**src/rtl/dcache_read_arbiter_pkg.sv**
```systemverilog
// Shared definitions for the dcache read-port arbiter: FSM encoding, port ids and default widths.
package dcache_read_arbiter_pkg;

  localparam int ARB_ADDR_W = 32;
  localparam int ARB_DATA_W = 64;

  typedef enum logic [1:0] {
    ST_IDLE = 2'b00,
    ST_REQ  = 2'b01,
    ST_RESP = 2'b10
  } arb_state_e;

  localparam logic PORT_OPFETCH = 1'b0;
  localparam logic PORT_AUX     = 1'b1;

  // One-hot grant vector for a single port id.
  function automatic logic [1:0] port_onehot(input logic port);
    return port ? 2'b10 : 2'b01;
  endfunction

endpackage

```
**src/rtl/dcache_read_arb_pick.sv**
```systemverilog
// Combinational winner select between the two read requesters; the pointer names the
// port that wins when both are valid.
module dcache_read_arb_pick
  import dcache_read_arbiter_pkg::*;
(
  input  logic [1:0] req_valid_i,
  input  logic       ptr_i,
  output logic [1:0] gnt_o
);

  // Single requester wins outright; contention is resolved by the pointer.
  always_comb begin
    gnt_o = 2'b00;
    case (req_valid_i)
      2'b01:   gnt_o = port_onehot(PORT_OPFETCH);
      2'b10:   gnt_o = port_onehot(PORT_AUX);
      2'b11:   gnt_o = port_onehot(ptr_i);
      default: gnt_o = 2'b00;
    endcase
  end

endmodule

```
**src/rtl/dcache_read_arbiter.sv**
```systemverilog
// Two-requester arbiter for the single dcache read port, one transaction outstanding.
// Define DCACHE_READ_ARB_RR_EN for round-robin; otherwise port 0 has fixed priority.
module dcache_read_arbiter
  import dcache_read_arbiter_pkg::*;
#(
  parameter int ADDR_W = ARB_ADDR_W,
  parameter int DATA_W = ARB_DATA_W
) (
  input  logic              clk,
  input  logic              reset,
  input  logic              req0_valid,
  input  logic              req1_valid,
  output logic              req0_ready,
  output logic              req1_ready,
  input  logic [ADDR_W-1:0] req0_address,
  input  logic [ADDR_W-1:0] req1_address,
  output logic              rsp0_valid,
  output logic              rsp1_valid,
  input  logic              rsp0_ready,
  input  logic              rsp1_ready,
  output logic [DATA_W-1:0] rsp_data,
  output logic              rd_req_valid,
  input  logic              rd_req_ready,
  output logic [ADDR_W-1:0] rd_req_address,
  input  logic              rd_dp_valid,
  output logic              rd_dp_ready,
  input  logic [DATA_W-1:0] rd_dp_read_data,
  output logic              busy
);

  arb_state_e        state_q, state_d;
  logic              owner_q, owner_d;
  logic [ADDR_W-1:0] addr_q, addr_d;
  logic              ptr_s;
  logic [1:0]        gnt_s;
  logic              rd_dp_ready_s;

`ifdef DCACHE_READ_ARB_RR_EN
  logic ptr_q, ptr_d;

  // Pointer moves to the non-owner only when a response completes.
  always_comb begin
    if ((state_q == ST_RESP) && rd_dp_valid && rd_dp_ready_s) begin
      ptr_d = ~owner_q;
    end else begin
      ptr_d = ptr_q;
    end
  end

  // Round-robin pointer register.
  always_ff @(posedge clk or negedge reset) begin
    if (!reset) begin
      ptr_q <= PORT_OPFETCH;
    end else begin
      ptr_q <= ptr_d;
    end
  end

  assign ptr_s = ptr_q;
`else
  assign ptr_s = PORT_OPFETCH;
`endif

  dcache_read_arb_pick u_pick (
    .req_valid_i ({req1_valid, req0_valid}),
    .ptr_i       (ptr_s),
    .gnt_o       (gnt_s)
  );

  // Next-state and handshake muxing; readys are also gated by reset so nothing is
  // accepted while reset is held.
  always_comb begin
    state_d       = state_q;
    owner_d       = owner_q;
    addr_d        = addr_q;
    req0_ready    = 1'b0;
    req1_ready    = 1'b0;
    rsp0_valid    = 1'b0;
    rsp1_valid    = 1'b0;
    rd_req_valid  = 1'b0;
    rd_dp_ready_s = 1'b0;
    case (state_q)
      ST_IDLE: begin
        req0_ready = gnt_s[0] & reset;
        req1_ready = gnt_s[1] & reset;
        if (gnt_s != 2'b00) begin
          state_d = ST_REQ;
          owner_d = gnt_s[1];
          addr_d  = gnt_s[1] ? req1_address : req0_address;
        end else begin
          state_d = ST_IDLE;
        end
      end
      ST_REQ: begin
        rd_req_valid = 1'b1;
        if (rd_req_ready) begin
          state_d = ST_RESP;
        end else begin
          state_d = ST_REQ;
        end
      end
      ST_RESP: begin
        rd_dp_ready_s = owner_q ? rsp1_ready : rsp0_ready;
        rsp0_valid    = rd_dp_valid & ~owner_q;
        rsp1_valid    = rd_dp_valid & owner_q;
        if (rd_dp_valid && rd_dp_ready_s) begin
          state_d = ST_IDLE;
        end else begin
          state_d = ST_RESP;
        end
      end
      default: begin
        state_d = ST_IDLE;
      end
    endcase
  end

  // State, owner and latched address registers.
  always_ff @(posedge clk or negedge reset) begin
    if (!reset) begin
      state_q <= ST_IDLE;
      owner_q <= PORT_OPFETCH;
      addr_q  <= {ADDR_W{1'b0}};
    end else begin
      state_q <= state_d;
      owner_q <= owner_d;
      addr_q  <= addr_d;
    end
  end

  assign rd_dp_ready    = rd_dp_ready_s;
  assign rd_req_address = addr_q;
  assign rsp_data       = rd_dp_read_data;
  assign busy           = (state_q != ST_IDLE);

endmodule

```
**config.mk**
```make
export PLATFORM = sky130hd
export DESIGN_NAME = dcache_read_arbiter
export DESIGN_NICKNAME = d
export VERILOG_FILES = /design/src/rtl/dcache_read_arbiter_pkg.sv /design/src/rtl/dcache_read_arb_pick.sv /design/src/rtl/dcache_read_arbiter.sv
export SDC_FILE = /design/constraint.sdc
export NUM_CORES = 1
export LEC_CHECK = 0
export CAP_MARGIN = 0
export CORE_MARGIN = 2
export CORE_UTILIZATION = 31
export DETAILED_ROUTE_END_ITERATION = 10
export PLACE_DENSITY = 0.89
export SETUP_SLACK_MARGIN = 0.02
export SYNTH_ARGS = -nofsm -noshare
export SYNTH_HDL_FRONTEND = slang
export SYNTH_SLANG_ARGS = --single-unit
```
**constraint.sdc**
```tcl
create_clock -name clk -period 1.9 [get_ports clk]
set_input_delay 0.285 -clock clk [delete_from_list [all_inputs] [get_ports clk]]
set_output_delay 0.285 -clock clk [all_outputs]
set_load 0.1 [all_outputs]
```
==> flow_summary_export.csv <==
group,metric,value,unit
status,outcome,"finished, final reports clean",
sta,fmax,554.2,MHz
hold_path,min_path_type,"input pin to asynchronous set/reset pin",
floorplan,die_w,93.98,um
drt,routed-wl-met3,471,um
critical_path,crit_arrival,1.52,ns
critical_path,start_kind,"input pin",
drt,wl,5.654,mm
synth,synth_top_area_share,34.90,%
layout,final_area,3378,sq um
sta,slew_violations,0,
sta,fin_crit_sh,94.96,%
pwr,clkPwrFrac,7.5,%
sta,hold_viol,0,
synth,yosysTopAreaCell,"dfrtp_1",
cts,clock_sinks,35,
drt,initialDrtViolationCount,19,
cts,clk_pin_slew_worst_paths,0.07,ns
pwr,p_leak,1.557,nW
pwr,internal_power,3.025,mW
synth,synth_nets,326,
layout,post-route-util,43.49,%
global_route,antenna_found_initial,0,
cts,htree_levels,2,
cts,cts_root_buf,"clkbuf_8",
synth,synth_area_leaders,"dfrtp_1 (35%), mux2_4 (35%), buf_4 (19%)",
synth,ys.flop_type,"dfrtp_1",
synth,yosysWarnings,0,
critical_path,critPathMaxFanout,12,
floorplan,fp.dieH,93.98,um
drt,wl_met1,2.007,mm
drt,viasPerCell,4.391,
pwr,combPwrFrac,73.0,%
synth,ys_ff_latch,35,
run,maxCapViolations,0,
placement,hpwl,4.373,mm
critical_path,cp-end-kind,"primary output",
global_route,grt_use_total,12.97,%
synth,async_reset_ff_share,100.0,%
critical_path,ff2ff_path_depth,4,
global_route,grt_max_degree,28,
pwr,power.share.sequential,19.4,%
layout,layout-drive-gt1-share,51.22,%
sta,worst_pin_slew,0.3454,ns
floorplan,num_io_pins,239,
cts,clock_tree.buffer_depth,2,
drt,top_layer,"met4",
pwr,p_total,7.125,mW
pwr,power_density,2109,nW/um^2
critical_path,r2r-start,"state_q[1]",
pwr,switching_share,57.54,%
drt,drt-pass1-iter-count,4,
critical_path,criticalPathCategory,"input pin to primary output",
critical_path,cp-startpoint,"req1_valid",
drt,wl_met2,3.055,mm
sta,skew,0.003322,ns
layout,syn_to_final_growth,34.60,%
synth,synthesis.area,2510,sq um
layout,diodes,0,
floorplan,fp.coreArea,7767,sq um
synth,synth_cells,190,
drt,drc,0,
placement,routabilityCongestion,0.7326,
pwr,max-vdd-ir-drop,1.141,mV
sta,rsz0062_at_grt,"false",
sta,finalSetupViolCount,0,
synth,netlist_top_cells_count,"buf_4 (64), mux2_4 (58), dfrtp_1 (35), mux2_2 (7), buf_6 (5)",
global_route,grt_pass1_wl,8.756,mm
drt,via_count,1528,
synth,ys_types,17,
placement,postPlaceCellArea,3238,sq um
synth,yosysSeqAreaShare,34.90,%
floorplan,start_util,32.31,%
synth,synth.most_common_cell,"buf_4",
cts,cts_tree,"built",
global_route,grt-ovfl-total,0,
cts,cts-buffers-inserted,5,
cts,clk_latency,0.28,ns
sta,slew_headroom,76.97,%
drt,antenna_left,0,
critical_path,required,1.62,ns
layout,num-nets-final,382,
sta,period_needed,1.804,ns
synth,avgSynthCellArea,13.21,sq um
global_route,grt_pass1_vias,1731,
synth,synth_edf_count,0,
pwr,p_sw,4.099,mW
floorplan,die_area,8832,sq um
floorplan,rows,32,
drt,routedWlPerCell,16.25,um
placement,io_buffers,110,
## area by class of cell
| type | count | area (sq um) |
|---|---|---|
| timing repair buffer | 121 | 1224 |
| fill | 730 | 4389 |
| inverter | 2 | 7.507 |
| clock buffer | 6 | 82.58 |
| multi-input combinational | 81 | 1056 |
| clock inverter | 1 | 5.005 |
| sequential | 35 | 875.8 |
| tap | 102 | 127.6 |
## repair_timing
item                       in CTS  in global routing
resized for setup               0                  1
setup endpoints to repair       1                  2
hold buffers                    1                  0
hold endpoints to repair        8                  0
cloned                          1                  0
pin swaps                       0                  0
setup buffers                   1                  0
## layout by cell type (no fill, tap or decap), drive strengths merged
| cell type | Yosys | layout |
|---|---|---|
| a21o | 1 | 1 |
| a21oi | 2 | 2 |
| a22o | 1 | 1 |
| and2 | 1 | 1 |
| and3 | 3 | 3 |
| buf | 72 | 48 |
| bufbuf | 0 | 1 |
| clkbuf | 0 | 7 |
| clkdlybuf4s50 | 0 | 70 |
| clkinv | 0 | 1 |
| dfrtp | 35 | 35 |
| dlygate4sd3 | 0 | 1 |
| inv | 2 | 2 |
| mux2 | 65 | 65 |
| nand2 | 2 | 2 |
| nor2 | 2 | 2 |
| nor2b | 3 | 3 |
| o21a | 1 | 1 |
## power by group through the flow
stage	clock, mW	combinational (mW)	sequential (mW)
CTS	0.563	5.24	1.39
global placement	0	5.18	1.37
floorplan	0	2.16	3.91
global route	0.608	5.36	1.44
detailed placement	0	5.22	1.40
finish	0.537	5.20	1.38
## registers in the layout, summed over array words and instances (netlist names)
register / flops
rd_req_address: 32
state_q: 2
owner_q: 1
## critical path, cell delays in order
cell             delay, ns
clkdlybuf4s50_1       0.48
nor2b_4               0.18
buf_12                0.17
and3_1                0.22
buf_12                0.18
## per-layer routing
| layer | up-vias | global-route usage, % |
|---|---|---|
| li1 | 686 | - |
| met1 | 720 | 12.96 |
| met4 | 0 | 5.314 |
| met2 | 96 | 24.29 |
| met5 | - | 0 |
| met3 | 26 | 4.414 |
## path summary, 6_finish.rpt
path,end,slack [ns]
setup / recovery,req1_ready,0.1
setup reg to reg,rd_req_address[15],0.49
min in group clk,rd_req_address[13],0.52
max in group asynchronous,rd_req_address[21],0.90
hold reg to reg,rd_req_address[13],0.52
hold / removal,owner_q,0.43
## logic make-up after synthesis
| group | count (synthesis) | share of synthesized area, % |
|---|---|---|
| simple gates | 11 | 2.443 |
| mux | 65 | 37.84 |
| buf+inv | 74 | 23.48 |
| flops | 35 | 34.90 |
| compound gates | 5 | 1.346 |
## through the flow
step	setup slack (ns)	setup TNS, ns	hold WS, ns	instances
6_report	0.09571	0	0.4312	348
5_1_grt	0.05569	0	0.4441	348
4_1_cts	0.04782	0	0.4327	348
3_5_place_dp	-0.02411	-0.03342	0.1789	338
3_3_place_gp	0.02273	0	0.1739	338
2_1_floorplan	0.1292	0	-0.01059	190
Note: power is estimated with default switching activity, not from simulation.
==> edit, RTL diff (same settings) <==
The 3 states of `arb_state_e` get a one-hot encoding in 3 bits.
--- a/src/rtl/dcache_read_arbiter_pkg.sv
+++ b/src/rtl/dcache_read_arbiter_pkg.sv
@@ -5,8 +5,8 @@
   localparam int ARB_DATA_W = 64;
 
-  typedef enum logic [1:0] {
-    ST_IDLE = 2'b00,
-    ST_REQ  = 2'b01,
-    ST_RESP = 2'b10
+  typedef enum logic [2:0] {
+    ST_IDLE = 3'b001,
+    ST_REQ  = 3'b010,
+    ST_RESP = 3'b100
   } arb_state_e;
 
Check against the original RTL: same outputs for any inputs over 10 cycles, from zero or initial values and one cycle with reset low; not proved beyond that.
==> edit against the unedited design <==
  * Global-route usage fell by 0.96 points
  * Sequential cell count rose by 1
  * Power increased by 0.79%
  * Clock skew about the same
  * Routed wire length shrank 5.6%
  * Critical endpoint unchanged
  * Setup slack got worse by 0.0021 ns
  * Synthesized cell count up 2.1%
  * Register-to-register slack worse by 0.30 ns
  * Cell area decreased by 0.67%
  * Sequential power is 4% higher
  * Area after synthesis fell by 1.7%
==> edit: results (changes against the unedited design) <==
| Metric | Value |
|---|---|
| Routed length on met2 | `2660 um (-13%)` |
| DRT Wirelength | `5340 um (-5.6%)` |
| Reg clk slew, reported paths | `0.07 ns (about the same)` |
| Final Skew | `0.00312 ns (-0.000206 ns)` |
| Initial DRC count | `21 (+2)` |
| Dpl hpwl | `4160 um (-4.9%)` |
| Status | `completed` |
| Vias per inst | `4.42 (+0.78%)` |
| CP top delay family | `flip-flops` |
| Leakage | `1.46 nW (-6.2%)` |
| Filler Cells Inserted | `720 (-1.4%)` |
| R2R cell count | `5 (+1)` |
| Tot GR Track Use | `12.0% (-0.96 points)` |
| Pre-antenna DRT Iters | `3 (-1)` |
| Routed wire per std cell | `15.1 um (-6.9%)` |
| M1 wire length | `2030 um (+0.90%)` |
| Number of diodes | `0 (unchanged)` |
| Critical Path Max Stage Delay | `0.54 ns (+0.06 ns)` |
| Asr flop ratio synth | `100% (unchanged)` |
| Placed cells | `342 (+1.2%)` |
| CP max-delay cell | `dfstp_2` |
| Worst Path Max Fanout | `5 (-7)` |
| Share of cells above drive strength 1 | `52.6% (+1.4 points)` |
| P_sw | `4.05 mW (-1.3%)` |
| Mapped Cells | `194 (+2.1%)` |
| Synth top cells by count | `buf_4 (64), mux2_2 (36), dfrtp_1 (35)` |
| Met1 Resource Use GR | `13.9% (+0.95 points)` |
| Post-synth cell types | `21 (+4)` |
| First-pass GRT wire length | `8270 um (-5.5%)` |
| DR WL met3 | `516 um (+9.6%)` |
| Layout Nets | `386 (+1.0%)` |
| Tightest Pin Transition | `0.336 ns (-0.00957 ns)` |
| Worst vdd ir | `1530 uV (+34%)` |
| Largest cells by area after synthesis | `dfrtp_1 (36%), buf_4 (19%), mux2_4 (17%)` |
| Final GP Congestion | `0.708 (-3.4%)` |
| M2 GR Usage | `20.7% (-3.6 points)` |
| Vias in the first global route | `1639 (-5.3%)` |
## edit: changes by cell type in the layout (fill, tap and decap cells not counted), moves of 2 or more
cell and delta:
mux2_2 +29, and3_1 -2, inv_1 +2, and3_4 +2
mux2_4 -30
## edit: layout make-up
| cell class | instances | share of cell area, % |
|---|---|---|
| inverter | 4 | 0.447 |
| tap | 102 | 3.80 |
| sequential | 36 | 26.9 |
| clock inverter | 3 | 1.27 |
| clock buffer | 5 | 2.05 |
| multi-input combinational | 82 | 29.7 |
| timing repair buffer | 121 | 35.8 |
## edit: stage by stage
step	area, sq um	setup WS (ns)	util (%)	hold WS (ns)
5_1_grt	3360	0.00661	43.4	0.443
3_5_place_dp	3200	-0.00966	41.4	0.185
3_3_place_gp	3200	0.0184	41.4	0.179
6_report	3360	0.0936	43.4	0.405
2_1_floorplan	2490	-0.0140	-	-0.0106
4_1_cts	3330	0.0295	43.1	0.401
## edit: power groups by stage
stage	combinational, mW	sequential (mW)	clock, mW
2_1_floorplan	2.11	3.97	0
3_3_place_gp	4.99	1.44	0
3_5_place_dp	5.03	1.45	0
4_1_cts	5.07	1.44	0.713
5_1_grt	5.24	1.49	0.734
6_report	5.08	1.43	0.671
## edit: cell families (layout without fill, tap and decap cells)
group                  Yosys count  in the layout  synth area share [%]
DFF                             36             36                  36.6
muxes                           65             65                  33.9
AOI/OAI and AO/OA                6              6                  1.57
buffers and inverters           76            133                  24.8
and+or+nand+nor                 11             11                  3.15
## edit: worst paths after layout
path | startpoint | endpoint | slack [ns]
min reg2reg | rd_req_address[12] | rd_req_address[12] | 0.52
min | reset | state_q[1] | 0.41
max | state_q[0] | req1_ready | 0.09
min in group clk | rd_req_address[12] | rd_req_address[12] | 0.52
max in group asynchronous | reset | rd_req_address[0] | 0.91
max reg2reg | state_q[0] | rd_req_address[5] | 0.19
